--- src/rtl/traffic_light_ctrl_pkg.sv ---
// Shared types and constants for the highway/farm-road traffic light controller.
// Contents: FSM state enum, default phase timings, per-state lamp vectors.
package traffic_light_pkg;

    localparam int unsigned MIN_GREEN_DEF  = 20;
    localparam int unsigned YELLOW_DEF     = 4;
    localparam int unsigned FARM_GREEN_DEF = 16;
    localparam int unsigned TIMER_W_DEF    = 8;

    typedef enum logic [1:0] {
        HG  = 2'd0,
        HY  = 2'd1,
        FGR = 2'd2,
        FYL = 2'd3
    } tl_state_e;

    // One lamp set, ordered {G, Y, R}
    localparam logic [2:0] LAMP_G = 3'b100;
    localparam logic [2:0] LAMP_Y = 3'b010;
    localparam logic [2:0] LAMP_R = 3'b001;

    typedef struct packed {
        logic [2:0] r1;
        logic [2:0] r2;
        logic [2:0] f;
    } tl_lamps_t;

    localparam tl_lamps_t LAMPS_HG  = '{r1: LAMP_G, r2: LAMP_G, f: LAMP_R};
    localparam tl_lamps_t LAMPS_HY  = '{r1: LAMP_Y, r2: LAMP_Y, f: LAMP_R};
    localparam tl_lamps_t LAMPS_FGR = '{r1: LAMP_R, r2: LAMP_R, f: LAMP_G};
    localparam tl_lamps_t LAMPS_FYL = '{r1: LAMP_R, r2: LAMP_R, f: LAMP_Y};

endpackage

--- src/rtl/traffic_light_ctrl_if.sv ---
// Intersection I/O bundle: farm-road car sensor in, nine lamp drives out.
// master = intersection side (drives c), slave = controller (drives lamps).
interface traffic_light_ctrl_if;

    logic c;
    logic R1G, R1Y, R1R;
    logic R2G, R2Y, R2R;
    logic FG,  FY,  FR;

    modport master (
        output c,
        input  R1G, R1Y, R1R, R2G, R2Y, R2R, FG, FY, FR
    );

    modport slave (
        input  c,
        output R1G, R1Y, R1R, R2G, R2Y, R2R, FG, FY, FR
    );

endinterface

--- src/rtl/tl_phase_timer.sv ---
// Phase timer: counts cycles in the current phase.
// Ports: clk, rst_n (sync, active-high), clr_i (restart at 0 next cycle),
//        sat_i (hold once count reaches limit_i), limit_i, count_o.
module tl_phase_timer #(
    parameter int unsigned TIMER_W = 8
) (
    input  logic               clk,
    input  logic               rst_n,
    input  logic               clr_i,
    input  logic               sat_i,
    input  logic [TIMER_W-1:0] limit_i,
    output logic [TIMER_W-1:0] count_o
);

    logic [TIMER_W-1:0] count_q;
    logic [TIMER_W-1:0] count_d;

    // Clear wins over saturation; saturation only holds at the limit
    always_comb begin
        count_d = count_q + TIMER_W'(1);
        if (clr_i) begin
            count_d = '0;
        end else if (sat_i && (count_q == limit_i)) begin
            count_d = count_q;
        end
    end

    always_ff @(posedge clk) begin
        if (rst_n) begin
            count_q <= '0;
        end else begin
            count_q <= count_d;
        end
    end

    assign count_o = count_q;

endmodule

--- src/rtl/traffic_light_ctrl.sv ---
// Moore traffic light controller for a highway / farm-road intersection.
// Highway green by default; farm sensor c earns a farm-green phase once the
// minimum highway green has elapsed.
// Ports: clk, rst_n (sync, active-high despite the name), bus (slave side:
//        c in, R1*/R2*/F* lamps out, each a pure decode of the state register).
module traffic_light_ctrl
    import traffic_light_pkg::*;
#(
    parameter int unsigned MIN_GREEN  = MIN_GREEN_DEF,
    parameter int unsigned YELLOW     = YELLOW_DEF,
    parameter int unsigned FARM_GREEN = FARM_GREEN_DEF,
    parameter int unsigned TIMER_W    = TIMER_W_DEF
) (
    input  logic                  clk,
    input  logic                  rst_n,
    traffic_light_ctrl_if.slave   bus
);

    localparam logic [TIMER_W-1:0] HG_LAST   = TIMER_W'(MIN_GREEN - 1);
    localparam logic [TIMER_W-1:0] Y_LAST    = TIMER_W'(YELLOW - 1);
    localparam logic [TIMER_W-1:0] FG_LAST   = TIMER_W'(FARM_GREEN - 1);

    tl_state_e          state_q;
    tl_state_e          state_d;
    logic [TIMER_W-1:0] timer;
    logic               timer_clr;
    logic               timer_sat;
    tl_lamps_t          lamps;

    // Timer restarts on every state change and parks at the HG minimum
    assign timer_clr = (state_d != state_q);
    assign timer_sat = (state_q == HG);

    tl_phase_timer #(
        .TIMER_W (TIMER_W)
    ) u_timer (
        .clk     (clk),
        .rst_n   (rst_n),
        .clr_i   (timer_clr),
        .sat_i   (timer_sat),
        .limit_i (HG_LAST),
        .count_o (timer)
    );

    // State register
    always_ff @(posedge clk) begin
        if (rst_n) begin
            state_q <= HG;
        end else begin
            state_q <= state_d;
        end
    end

    // Next-state logic
    always_comb begin
        state_d = state_q;
        unique case (state_q)
            HG:  if (bus.c && (timer == HG_LAST))        state_d = HY;
            HY:  if (timer == Y_LAST)                    state_d = FGR;
            FGR: if (!bus.c || (timer == FG_LAST))       state_d = FYL;
            FYL: if (timer == Y_LAST)                    state_d = HG;
            default:                                     state_d = HG;
        endcase
    end

    // Lamp decode
    always_comb begin
        lamps = LAMPS_HG;
        unique case (state_q)
            HG:      lamps = LAMPS_HG;
            HY:      lamps = LAMPS_HY;
            FGR:     lamps = LAMPS_FGR;
            FYL:     lamps = LAMPS_FYL;
            default: lamps = LAMPS_HG;
        endcase
    end

    assign bus.R1G = lamps.r1[2];
    assign bus.R1Y = lamps.r1[1];
    assign bus.R1R = lamps.r1[0];
    assign bus.R2G = lamps.r2[2];
    assign bus.R2Y = lamps.r2[1];
    assign bus.R2R = lamps.r2[0];
    assign bus.FG  = lamps.f[2];
    assign bus.FY  = lamps.f[1];
    assign bus.FR  = lamps.f[0];

endmodule

--- src/flat_wrapper.sv ---
// flat-port wrapper written by rule: the top's interface ports become plain ports
module traffic_light_ctrl_flat import traffic_light_pkg::*;
#(
    parameter int unsigned MIN_GREEN  = MIN_GREEN_DEF,
    parameter int unsigned YELLOW     = YELLOW_DEF,
    parameter int unsigned FARM_GREEN = FARM_GREEN_DEF,
    parameter int unsigned TIMER_W    = TIMER_W_DEF
)
  (clk, rst_n, bus_c, bus_R1G, bus_R1Y, bus_R1R, bus_R2G, bus_R2Y, bus_R2R, bus_FG, bus_FY, bus_FR);
  traffic_light_ctrl_if bus_i ();
  input  logic clk;
  input  logic rst_n;
  input wire logic [$bits(bus_i.c)-1:0] bus_c;
  output wire logic [$bits(bus_i.R1G)-1:0] bus_R1G;
  output wire logic [$bits(bus_i.R1Y)-1:0] bus_R1Y;
  output wire logic [$bits(bus_i.R1R)-1:0] bus_R1R;
  output wire logic [$bits(bus_i.R2G)-1:0] bus_R2G;
  output wire logic [$bits(bus_i.R2Y)-1:0] bus_R2Y;
  output wire logic [$bits(bus_i.R2R)-1:0] bus_R2R;
  output wire logic [$bits(bus_i.FG)-1:0] bus_FG;
  output wire logic [$bits(bus_i.FY)-1:0] bus_FY;
  output wire logic [$bits(bus_i.FR)-1:0] bus_FR;
  assign bus_i.c = bus_c;
  assign bus_R1G = bus_i.R1G;
  assign bus_R1Y = bus_i.R1Y;
  assign bus_R1R = bus_i.R1R;
  assign bus_R2G = bus_i.R2G;
  assign bus_R2Y = bus_i.R2Y;
  assign bus_R2R = bus_i.R2R;
  assign bus_FG = bus_i.FG;
  assign bus_FY = bus_i.FY;
  assign bus_FR = bus_i.FR;
  traffic_light_ctrl #(.MIN_GREEN(MIN_GREEN), .YELLOW(YELLOW), .FARM_GREEN(FARM_GREEN), .TIMER_W(TIMER_W)) u_core (.clk(clk), .rst_n(rst_n), .bus(bus_i));
endmodule
--- config.mk ---
export PLATFORM = sky130hd
export DESIGN_NAME = traffic_light_ctrl_flat
export DESIGN_NICKNAME = d
export VERILOG_FILES = /design/src/rtl/traffic_light_ctrl_pkg.sv /design/src/rtl/traffic_light_ctrl_if.sv /design/src/rtl/tl_phase_timer.sv /design/src/rtl/traffic_light_ctrl.sv /design/src/flat_wrapper.sv
export SDC_FILE = /design/constraint.sdc
export NUM_CORES = 1
export LEC_CHECK = 0
export BUFFER_PORTS_ARGS = -buffer_cell sky130_fd_sc_hd__buf_2
export CAP_MARGIN = 20
export CORE_AREA = 2 2 39 41
export DETAILED_ROUTE_END_ITERATION = 12
export DIE_AREA = 0 0 41 43
export HOLD_SLACK_MARGIN = 0.06
export MAX_ROUTING_LAYER = met4
export PLACE_DENSITY_LB_ADDON = 0.08
export REMOVE_ABC_BUFFERS = 1
export SLEW_MARGIN = 20
export SYNTH_ARGS = -nofsm -noshare
export SYNTH_HDL_FRONTEND = slang
export SYNTH_SLANG_ARGS = --single-unit
--- constraint.sdc ---
create_clock -name clk -period 5 [get_ports clk]
set_input_delay 0.25 -clock clk [delete_from_list [all_inputs] [get_ports clk]]
set_output_delay 0.25 -clock clk [all_outputs]
set_load 0.01 [all_outputs]
==> run_results.csv, run 1 <==
group,metric,value,unit
outcome,status,"finished, final reports clean",
floorplan,fp.coreArea,1380,µm²
pwr,power.internal,131,µW
place,dpl-instance-area,608,µm²
timing,relSlewSlack,0.712,
timing,fmax,558,MHz
pwr,p_clk_frac,0.448,
floorplan,dieArea,1760,µm²
route,drtIter0Drc,1,
yosys,seq_area_frac_synth,0.356,
grt,grt_first_pass_wirelength,1550,µm
clock_tree,clock_latency,0.27,ns
critical_path,cpLargestDelayFamily,"simple AND/OR/NAND/NOR gates",
final_layout,fin_area,644,µm²
floorplan,placementRows,14,
yosys,netlist_instances,60,
clock_tree,clk_pin_slew,0.08,ns
final_layout,diodes,0,
yosys,yosys.area.top_type,"dfxtp_1",
grt,gr-total-overflow,0,
yosys,async_flop_share,0,
route,drc,0,
critical_path,worst_ep_required_time,5.15,ns
yosys,synth-edff-count,0,
critical_path,critPathKind,"register to register",
clock_tree,cts_buffers,3,
job,maxCapViolations,0,
route,totalWireLength,990,µm
clock_tree,ctsLongestPathBuffers,2,
route,ant_nets,0,
clock_tree,clkSinkCount,10,
grt,grt_usage,0.140,
floorplan,die_w,41,µm
timing,fin_crit,1.79,ns
critical_path,crit_path_end_kind,"register",
yosys,ys.warnings.count,0,
pwr,power_switching,39.2,µW
timing,setup-violations-final,0,
pwr,power.density,264,nW/µm²
critical_path,max_stage_delay,0.36,ns
final_layout,nFillCells,133,
pwr,power_leakage,0.000275,µW
timing,layout_worst_path_cycle_share,0.358,
yosys,synth_area_leaders,"dfxtp_1 (36%), nor3_1 (8.0%), xor2_1 (6.2%), o32ai_4 (4.9%), xnor2_1 (4.7%)",
floorplan,start_util,0.407,
critical_path,cp_cell_sequence,"ha_1, nor3b_1, nand4_2, o32ai_4, nor3_1",
pwr,p_comb_frac,0.060,
yosys,ys_ff_latch,10,
place,io_buffers,11,
timing,finalClockSkew,0.00443,ns
worst_hold_path,worstHoldPathType,"primary input to register",
final_layout,num-nets-final,75,
floorplan,die_y,43,µm
clock_tree,post-cts-setup-buffer-count,0,
floorplan,ios,12,
final_layout,drive_gt1_frac,0.286,
grt,grt_pass1_vias,370,
clock_tree,hold_buffers,0,
timing,slew_viol_final,0,
clock_tree,htree_levels,1,
clock_tree,cts_tree,"built",
pwr,vdd_drop_max,0.219,mV
final_layout,area_growth,14.4,%
clock_tree,root_buffer,"clkbuf_4",
place,routabilityCongestion,0.729,
grt,antenna_found_initial,0,
clock_tree,cts_resized,0,
pwr,seqPwrFrac,0.493,
timing,finalHoldViolCount,0,
route,vias,425,
route,wl_per_cell,11.5,µm
yosys,postSynthAreaPerCell,9.38,µm²
grt,grt_max_degree,10,
route,firstDrtPassIters,2,
yosys,synth_area,563,µm²
critical_path,arrival,1.94,ns
timing,rsz0062_at_grt,"false",
yosys,synth_common_cells,"dfxtp_1 (10), nor3_1 (9), nor2_1 (4), xor2_1 (4)",
yosys,synth_cell_type_count,27,
pwr,swShare,0.230,
timing,max_slew.worst_pin.slew,0.432,ns
timing,final.setup.tns,0,ns
yosys,synth_top_area_frac,0.356,
route,viasPerCell,4.94,
critical_path,crit_fanout,9,
critical_path,crit_slowest_cell,"dfxtp_1",
place,dpl.hpwl,729,µm
yosys,synth_most_common_cell,"dfxtp_1",
yosys,synth_top_flop_cell,"dfxtp_1",
critical_path,start_kind,"register",
critical_path,cp_num_buf_inv,0,
logic make-up after synthesis:
kind of cell | share of synthesized area
AND/OR/NAND/NOR | 0.311
flip-flops | 0.356
multiplexers | 0.0178
adder cells (fa/ha/maj) | 0.0222
AO/OA/AOI/OAI | 0.118
XOR/XNOR | 0.109
buffers and inverters | 0.0667
stage by stage:
step / cells / setup WS (ns) / hold slack (ns) / power, µW / utilization
after CTS: 86 / 3.20 / 0.143 / 172 / 0.466
after floorplan: 55 / 3.42 / 0.322 / 93.1 / -
after global placement: 82 / 3.25 / 0.437 / 96.1 / 0.439
after global routing: 86 / 3.08 / 0.161 / 178 / 0.466
final: 86 / 3.21 / 0.145 / 170 / 0.466
after detailed placement: 82 / 3.22 / 0.436 / 96.1 / 0.439
final timing paths:
| path | end | depth (start not counted) | from | slack [ns] |
|---|---|---|---|---|
| max reg2reg | u_core.u_timer.count_o[0] | 5 | u_core.u_timer.count_o[0] | 3.21 |
| min reg2reg | u_core.u_timer.count_o[1] | 2 | u_core.u_timer.count_o[1] | 0.55 |
| max | u_core.u_timer.count_o[0] | 5 | u_core.u_timer.count_o[0] | 3.21 |
| min | u_core.state_q[1] | 2 | rst_n | 0.15 |
layout by cell type, fill, tap and decap left out:
master	count
nand2b_1	1
inv_1	2
nand4_1	1
a21oi_1	1
buf_2	11
xor2_1	4
nor3_1	9
nand2_1	3
and2_1	2
o32ai_4	1
nor2_1	4
dfxtp_1	10
a41oi_2	1
nor2b_1	2
and3_2	1
clkbuf_8	1
clkbuf_4	3
nand4_2	1
nand3_1	2
o21ba_1	1
nor4_4	1
nor3b_1	1
ha_1	1
xnor2_1	3
mux2i_1	1
and2b_1	1
a21boi_0	1
power groups by stage:
stage | logic (µW) | clock network, µW | registers, µW
floorplan | 7.88 | 0 | 85.2
global placement | 10.4 | 0 | 85.6
detailed placement | 10.3 | 0 | 85.7
CTS | 10.4 | 78.1 | 83.8
global route | 11.5 | 82.4 | 84.1
finish | 10.2 | 76.1 | 83.8
worst register-to-register path: cells and delay by family, from the launching register on:
family / cells / cell delay, ns
simple gates: 3 / 0.74
flops: 1 / 0.36
compound gates: 1 / 0.31
fa+ha+maj: 1 / 0.25
final cells by class:
class                   instances  area (µm²)  area share
repair buffers                 11        55.1      0.0854
clock buffers                   4        36.3      0.0563
inverters                       2        7.51      0.0117
multi-input cells              43         325       0.505
well taps                      16        20.0      0.0311
flip-flops and latches         10         200       0.311
routing by layer:
layer	global-route usage	vias up	share of wire	wire length, µm
met4	0.100	0	0.034	34
met2	0.191	10	0.43	428
met1	0.164	187	0.49	485
met5	-	-	0	0
met3	0.0471	4	0.042	42
li1	-	224	-	-
registers in the layout, summed over array words and instances (netlist names):
signal and flops:
u_core.u_timer.count_o 8, u_core.state_q 2
No activity file was read; power rests on OpenSTA's default activity.
==> run 2: changes to the inputs <==
- clock period: 5 -> 1.6 ns (I/O delays scaled with it)
==> run 2 against run 1 <==
Clock skew fell by 0.00081 ns. Non-clock buffer count is 12 higher. Power grew to 3.1 times the previous value. Combinational power increased to 4.5 times the previous value. Largest cell class unchanged. Highest routed layer unchanged.
==> run_results.csv, run 2 (synthesis gave the netlist of run 1 again) <==
group,metric,value,unit
clock_tree,clock_latency,0.27,ns
route,drc,0,
critical_path,cpLargestDelayFamily,"simple AND/OR/NAND/NOR gates",
clock_tree,ctsLongestPathBuffers,2,
pwr,p_clk_frac,0.428,
floorplan,ios,12,
grt,antenna_found_initial,0,
timing,fin_crit,1.46,ns
worst_hold_path,worstHoldPathType,"primary input to register",
pwr,power.density,718,nW/µm²
timing,hold_slack,0.297,ns
timing,fmax,687,MHz
outcome,status,"finished, final reports clean",
route,wl_per_cell,11.4,µm
floorplan,fp.coreArea,1380,µm²
timing,max_slew.worst_pin.slew,0.289,ns
timing,rsz0062_at_grt,"false",
grt,grt_pass1_vias,446,
floorplan,start_util,0.407,
clock_tree,htree_levels,1,
floorplan,placementRows,14,
timing,slew_viol_final,0,
final_layout,final_cell_mix,"buf_2 (11), buf_4 (11), dfxtp_1 (10)",
critical_path,crit_fanout,3,
route,firstDrtPassIters,3,
pwr,power.internal,418,µW
floorplan,die_w,41,µm
place,placedCellCount,93,
final_layout,area_growth,32.2,%
clock_tree,root_buffer,"clkbuf_4",
grt,grt_max_degree,9,
clock_tree,cts_buffers,3,
place,dpl.hpwl,880,µm
final_layout,multi_input_area,333,µm²
critical_path,cp_cell_sequence,"buf_4, nor3_1, nand4_2, buf_4, xnor2_1, nor3_1",
critical_path,crit_path_end_kind,"register",
critical_path,start_kind,"register",
critical_path,worst_ep_required_time,1.78,ns
floorplan,dieArea,1760,µm²
timing,layout_worst_path_cycle_share,0.910,
place,routabilityCongestion,0.676,
grt,gr-total-overflow,0,
pwr,swShare,0.218,
critical_path,cp_num_buf_inv,2,
final_layout,nFillCells,128,
critical_path,max_stage_delay,0.33,ns
timing,setup-violations-final,0,
final_layout,largest_reg_flops,8,
pwr,vdd_drop_max,0.390,mV
final_layout,num-nets-final,87,
timing,final.setup.tns,0,ns
critical_path,critPathKind,"register to register",
route,ant_nets,0,
critical_path,crit_slowest_cell,"dfxtp_1",
job,maxCapViolations,0,
place,pre_cts_ws,0.0298,ns
timing,finalClockSkew,0.00362,ns
pwr,p_comb_frac,0.085,
route,viasPerCell,5.00,
critical_path,arrival,1.64,ns
grt,grt_usage,0.154,
route,drtIter0Drc,3,
pwr,power_switching,116,µW
timing,relSlewSlack,0.806,
clock_tree,clkSinkCount,10,
clock_tree,clk_pin_slew,0.07,ns
grt,grt_first_pass_wirelength,1790,µm
timing,finalHoldViolCount,0,
final_layout,diodes,0,
pwr,seqPwrFrac,0.487,
timing,setup_ws,0.144,ns
pwr,power_leakage,0.000342,µW
route,totalWireLength,1120,µm
clock_tree,cts_tree,"built",
place,io_buffers,11,
final_layout,drive_gt1_frac,0.402,
final_layout,register_area,200,µm²
route,vias,490,
final_layout,final_cells,98,
floorplan,die_y,43,µm
## run 2: cell count changes in the layout (fill, tap and decap cells not counted)
cell / before / now
buf_4: 0 / 11
dlygate4sd3_1: 0 / 1
nand2b_1: 1 / 0
nand2b_2: 0 / 1
nor3b_1: 1 / 0
nor3b_2: 0 / 1
## run 2: worst register-to-register path: stages (launching register included)
cell	delay, ns
dfxtp_1	0.33
buf_4	0.14
nor3_1	0.26
nand4_2	0.19
buf_4	0.19
xnor2_1	0.11
nor3_1	0.14
## run 2: per-stage QoR
| step | area (µm²) | util | total power [µW] |
|---|---|---|---|
| after floorplan | 533 | - | 291 |
| after CTS | 739 | 0.534 | 538 |
| final | 744 | 0.538 | 535 |
| after detailed placement | 691 | 0.499 | 309 |
| after global routing | 744 | 0.538 | 561 |
| after global placement | 691 | 0.499 | 308 |
## run 2: power by group through the flow
stage | clock network (µW) | logic, µW | registers (µW)
floorplan | 0 | 24.6 | 266
global placement | 0 | 42.9 | 265
detailed placement | 0 | 43.5 | 266
CTS | 232 | 46.1 | 260
global route | 248 | 51.4 | 261
finish | 229 | 45.7 | 260
## run 2: what timing repair did
| action | in CTS | in global routing |
|---|---|---|
| buffers inserted | 0 | 0 |
| cloned | 0 | 0 |
| setup endpoints to repair | 1 | 9 |
| hold buffers | 1 | 0 |
| endpoints found under the hold margin | 1 | 0 |
| gates resized for setup | 1 | 1 |
## run 2: final timing paths
check                                  from                         to  slack (ns)  cells after the start
setup / recovery  u_core.u_timer.count_o[7]  u_core.u_timer.count_o[0]        0.14                      6
hold / removal                        bus_c  u_core.u_timer.count_o[1]        0.30                      5
setup reg to reg  u_core.u_timer.count_o[7]  u_core.u_timer.count_o[0]        0.14                      6
hold reg to reg   u_core.u_timer.count_o[1]  u_core.u_timer.count_o[1]        0.54                      2
## run 2: layout make-up
cell class | count | area share
clock buffers | 4 | 0.0487
inverters | 2 | 0.0101
multi-input cells | 43 | 0.447
flip-flops and latches | 10 | 0.269
well taps | 16 | 0.0269
repair buffers | 23 | 0.198
## run 2: per-layer routing
| layer | share of wire | routed length [µm] | GRT usage |
|---|---|---|---|
| met1 | 0.45 | 500 | 0.179 |
| met2 | 0.51 | 568 | 0.247 |
| met3 | 0.039 | 43 | 0.0314 |
| met4 | 0.0036 | 4 | 0.0600 |
| met5 | 0 | 0 | - |
==> run 3: changes to the inputs <==
- ABC_AREA: not set -> 1
==> run 3 against run 2 <==
Register-to-register slack better by 0.09 ns. Clock skew grew 0.00098 ns. Combinational power down 15%. Clock power barely moved. Sequential share of layout area is 3.3 points higher. Synthesized cell count increased by 35%. Via count is 1.2% lower. Hold slack worse by 0.093 ns. Utilization fell by 5.9 points.
==> run_results.csv, run 3 <==
group,metric,value,unit
outcome,status,"finished, final reports clean",
timing,slew_viol_final,0,
route,drc,0,
yosys,ys_ff_latch,10,
yosys,synth-edff-count,0,
yosys,seq_area_frac_synth,0.352,
yosys,netlist_instances,81,
floorplan,die_y,43,µm
floorplan,die_w,41,µm
yosys,postSynthAreaPerCell,7.01,µm²
yosys,synth_top_family_by_area,"simple AND/OR/NAND/NOR gates",
final_layout,diodes,0,
route,ant_nets,0,
yosys,synth_top_area_frac,0.352,
floorplan,dieArea,1760,µm²
route,highest_layer,"met4",
route,wl_met3,60,µm
yosys,synth_area_leaders,"dfxtp_1 (35%), nor2_1 (11%), xor2_1 (9.3%), inv_1 (7.9%), nand2_1 (7.9%)",
timing,max_slew.worst_pin.slew,0.300,ns
timing,setup-violations-final,0,
clock_tree,clock_latency,0.27,ns
timing,finalHoldViolCount,0,
yosys,synth_xor_area_frac,0.0925,
clock_tree,post-cts-setup-buffer-count,0,
route,totalWireLength,959,µm
yosys,synth_simple_gate_area_share,0.366,
yosys,async_flop_share,0,
yosys,synth_top_flop_cell,"dfxtp_1",
final_layout,final_cells,109,
timing,layout_worst_path_cycle_share,0.851,
place,dpl.hpwl,762,µm
timing,fin_crit,1.36,ns
yosys,synth_most_common_cell,"nor2_1",
yosys,ys.warnings.count,0,
yosys,yosys.area.top_type,"dfxtp_1",
final_layout,num-nets-final,98,
yosys,synth_cell_type_count,17,
clock_tree,cts_tree,"built",
timing,finalClockSkew,0.00461,ns
final_layout,largest_reg_flops,8,
timing,rsz0062_at_grt,"false",
yosys,synthMuxAreaShare,0,
floorplan,ios,12,
job,maxCapViolations,0,
yosys,synth_area,568,µm²
critical_path,critPathKind,"register to register",
pwr,vdd_drop_max,0.556,mV
critical_path,start_kind,"register",
timing,hold_slack,0.203,ns
floorplan,fp.coreArea,1380,µm²
yosys,synth-compound-area-share,0.0419,
grt,grt_max_degree,9,
yosys,synth_fa_ha_area_frac,0.0220,
route,wl_per_cell,8.80,µm
route,vias,484,
clock_tree,clkSinkCount,10,
clock_tree,clk_pin_slew,0.07,ns
critical_path,worst_ep_required_time,1.77,ns
route,wl_met2,415,µm
route,viasPerCell,4.44,
clock_tree,root_buffer,"clkbuf_4",
pwr,power.density,800,nW/µm²
grt,grt_usage,0.151,
grt,antenna_found_initial,0,
route,firstDrtPassIters,4,
critical_path,crit_path_end_kind,"register",
route,wl_met1,463,µm
route,drtIter0Drc,2,
grt,grt_first_pass_wirelength,1720,µm
worst_hold_path,worstHoldPathType,"primary input to register",
final_layout,final_common_cell,"nor2_1",
timing,relSlewSlack,0.799,
critical_path,arrival,1.53,ns
grt,grt_pass1_vias,437,
place,routabilityCongestion,0.708,
clock_tree,cts_buffers,3,
final_layout,final_cell_mix,"nor2_1 (17), nand2_1 (12), inv_1 (12)",
yosys,synth_common_cells,"nor2_1 (17), inv_1 (12), nand2_1 (12)",
final_layout,drive_gt1_frac,0.247,
floorplan,placementRows,14,
clock_tree,htree_levels,1,
grt,gr-total-overflow,0,
clock_tree,ctsLongestPathBuffers,2,
critical_path,crit_fanout,8,
final_layout,area_growth,16.7,%
pwr,power_leakage,0.000323,µW
floorplan,start_util,0.410,
final_layout,nFillCells,151,
place,placedCellCount,104,
place,io_buffers,11,
timing,final.setup.tns,0,ns
timing,fmax,735,MHz
==> run 3: cell types whose count changed in the layout (fill, tap and decap cells not counted), moves of 7 or more <==
cell	previous run	this run
nand2_1	3	12
nor2_1	4	17
inv_1	2	12
buf_4	11	0
nor3_1	9	2
==> run 3: cells by family after synthesis <==
logic type,after synthesis
adders and majority gates,1
xor gates and xnor gates,6
AOI/OAI and AO/OA,4
DFF,10
buffers and inverters,16
and+or+nand+nor,44
==> run 3: where the power goes <==
part | internal, µW | switching (µW) | total, µW
clock | 138 | 92.0 | 230
combinational | 17.2 | 21.6 | 38.8
sequential | 256 | 5.93 | 262
total | 411 | 120 | 531
==> run 3: critical path, stage by stage (launching register included) <==
cell and delay [ns]:
dfxtp_1 0.37, ha_1 0.23, nand3_1 0.14, o21ai_0 0.19
nand2_1 0.10, nand3_2 0.17, nor2_1 0.06
==> run 3: path summary, 6_finish.rpt <==
path | slack [ns] | cells past startpoint | endpoint | start
worst max register to register | 0.24 | 6 | u_core.u_timer.count_o[4] | u_core.u_timer.count_o[0]
worst max-delay path | 0.24 | 6 | u_core.u_timer.count_o[4] | u_core.u_timer.count_o[0]
worst min-delay path | 0.20 | 5 | u_core.state_q[0] | bus_c
worst min register to register | 0.55 | 2 | u_core.u_timer.count_o[7] | u_core.u_timer.count_o[7]
==> run 3: layer usage <==
layer / GRT usage / vias up
met3: 0.0471 / 2
li1: - / 266
met4: 0.100 / 0
met5: - / -
met1: 0.185 / 203
met2: 0.203 / 13
==> run 3: through the flow <==
stage / setup WS (ns) / util / area (µm²) / power [µW]
final: 0.239 / 0.479 / 663 / 531
after global routing: 0.0942 / 0.479 / 663 / 559
after CTS: 0.225 / 0.479 / 663 / 541
after detailed placement: 0.232 / 0.446 / 617 / 305
after global placement: 0.256 / 0.446 / 617 / 305
after floorplan: 0.312 / - / 542 / 295
==> run 3: what timing repair did <==
action                                 in CTS  in global routing
setup endpoints to repair                   0                  0
endpoints found under the hold margin       1                  0
hold buffers                                1                  0
gates resized for setup                     0                  0
==> run 3: area by class of cell <==
| type | instances | area [µm²] | share of cell area |
|---|---|---|---|
| Timing Repair Buffer | 12 | 65.1 | 0.0981 |
| Multi-Input combinational cell | 55 | 297 | 0.447 |
| Sequential cell | 10 | 200 | 0.302 |
| Tap cell | 16 | 20.0 | 0.0302 |
| Clock buffer | 4 | 36.3 | 0.0547 |
| Inverter | 12 | 45.0 | 0.0679 |
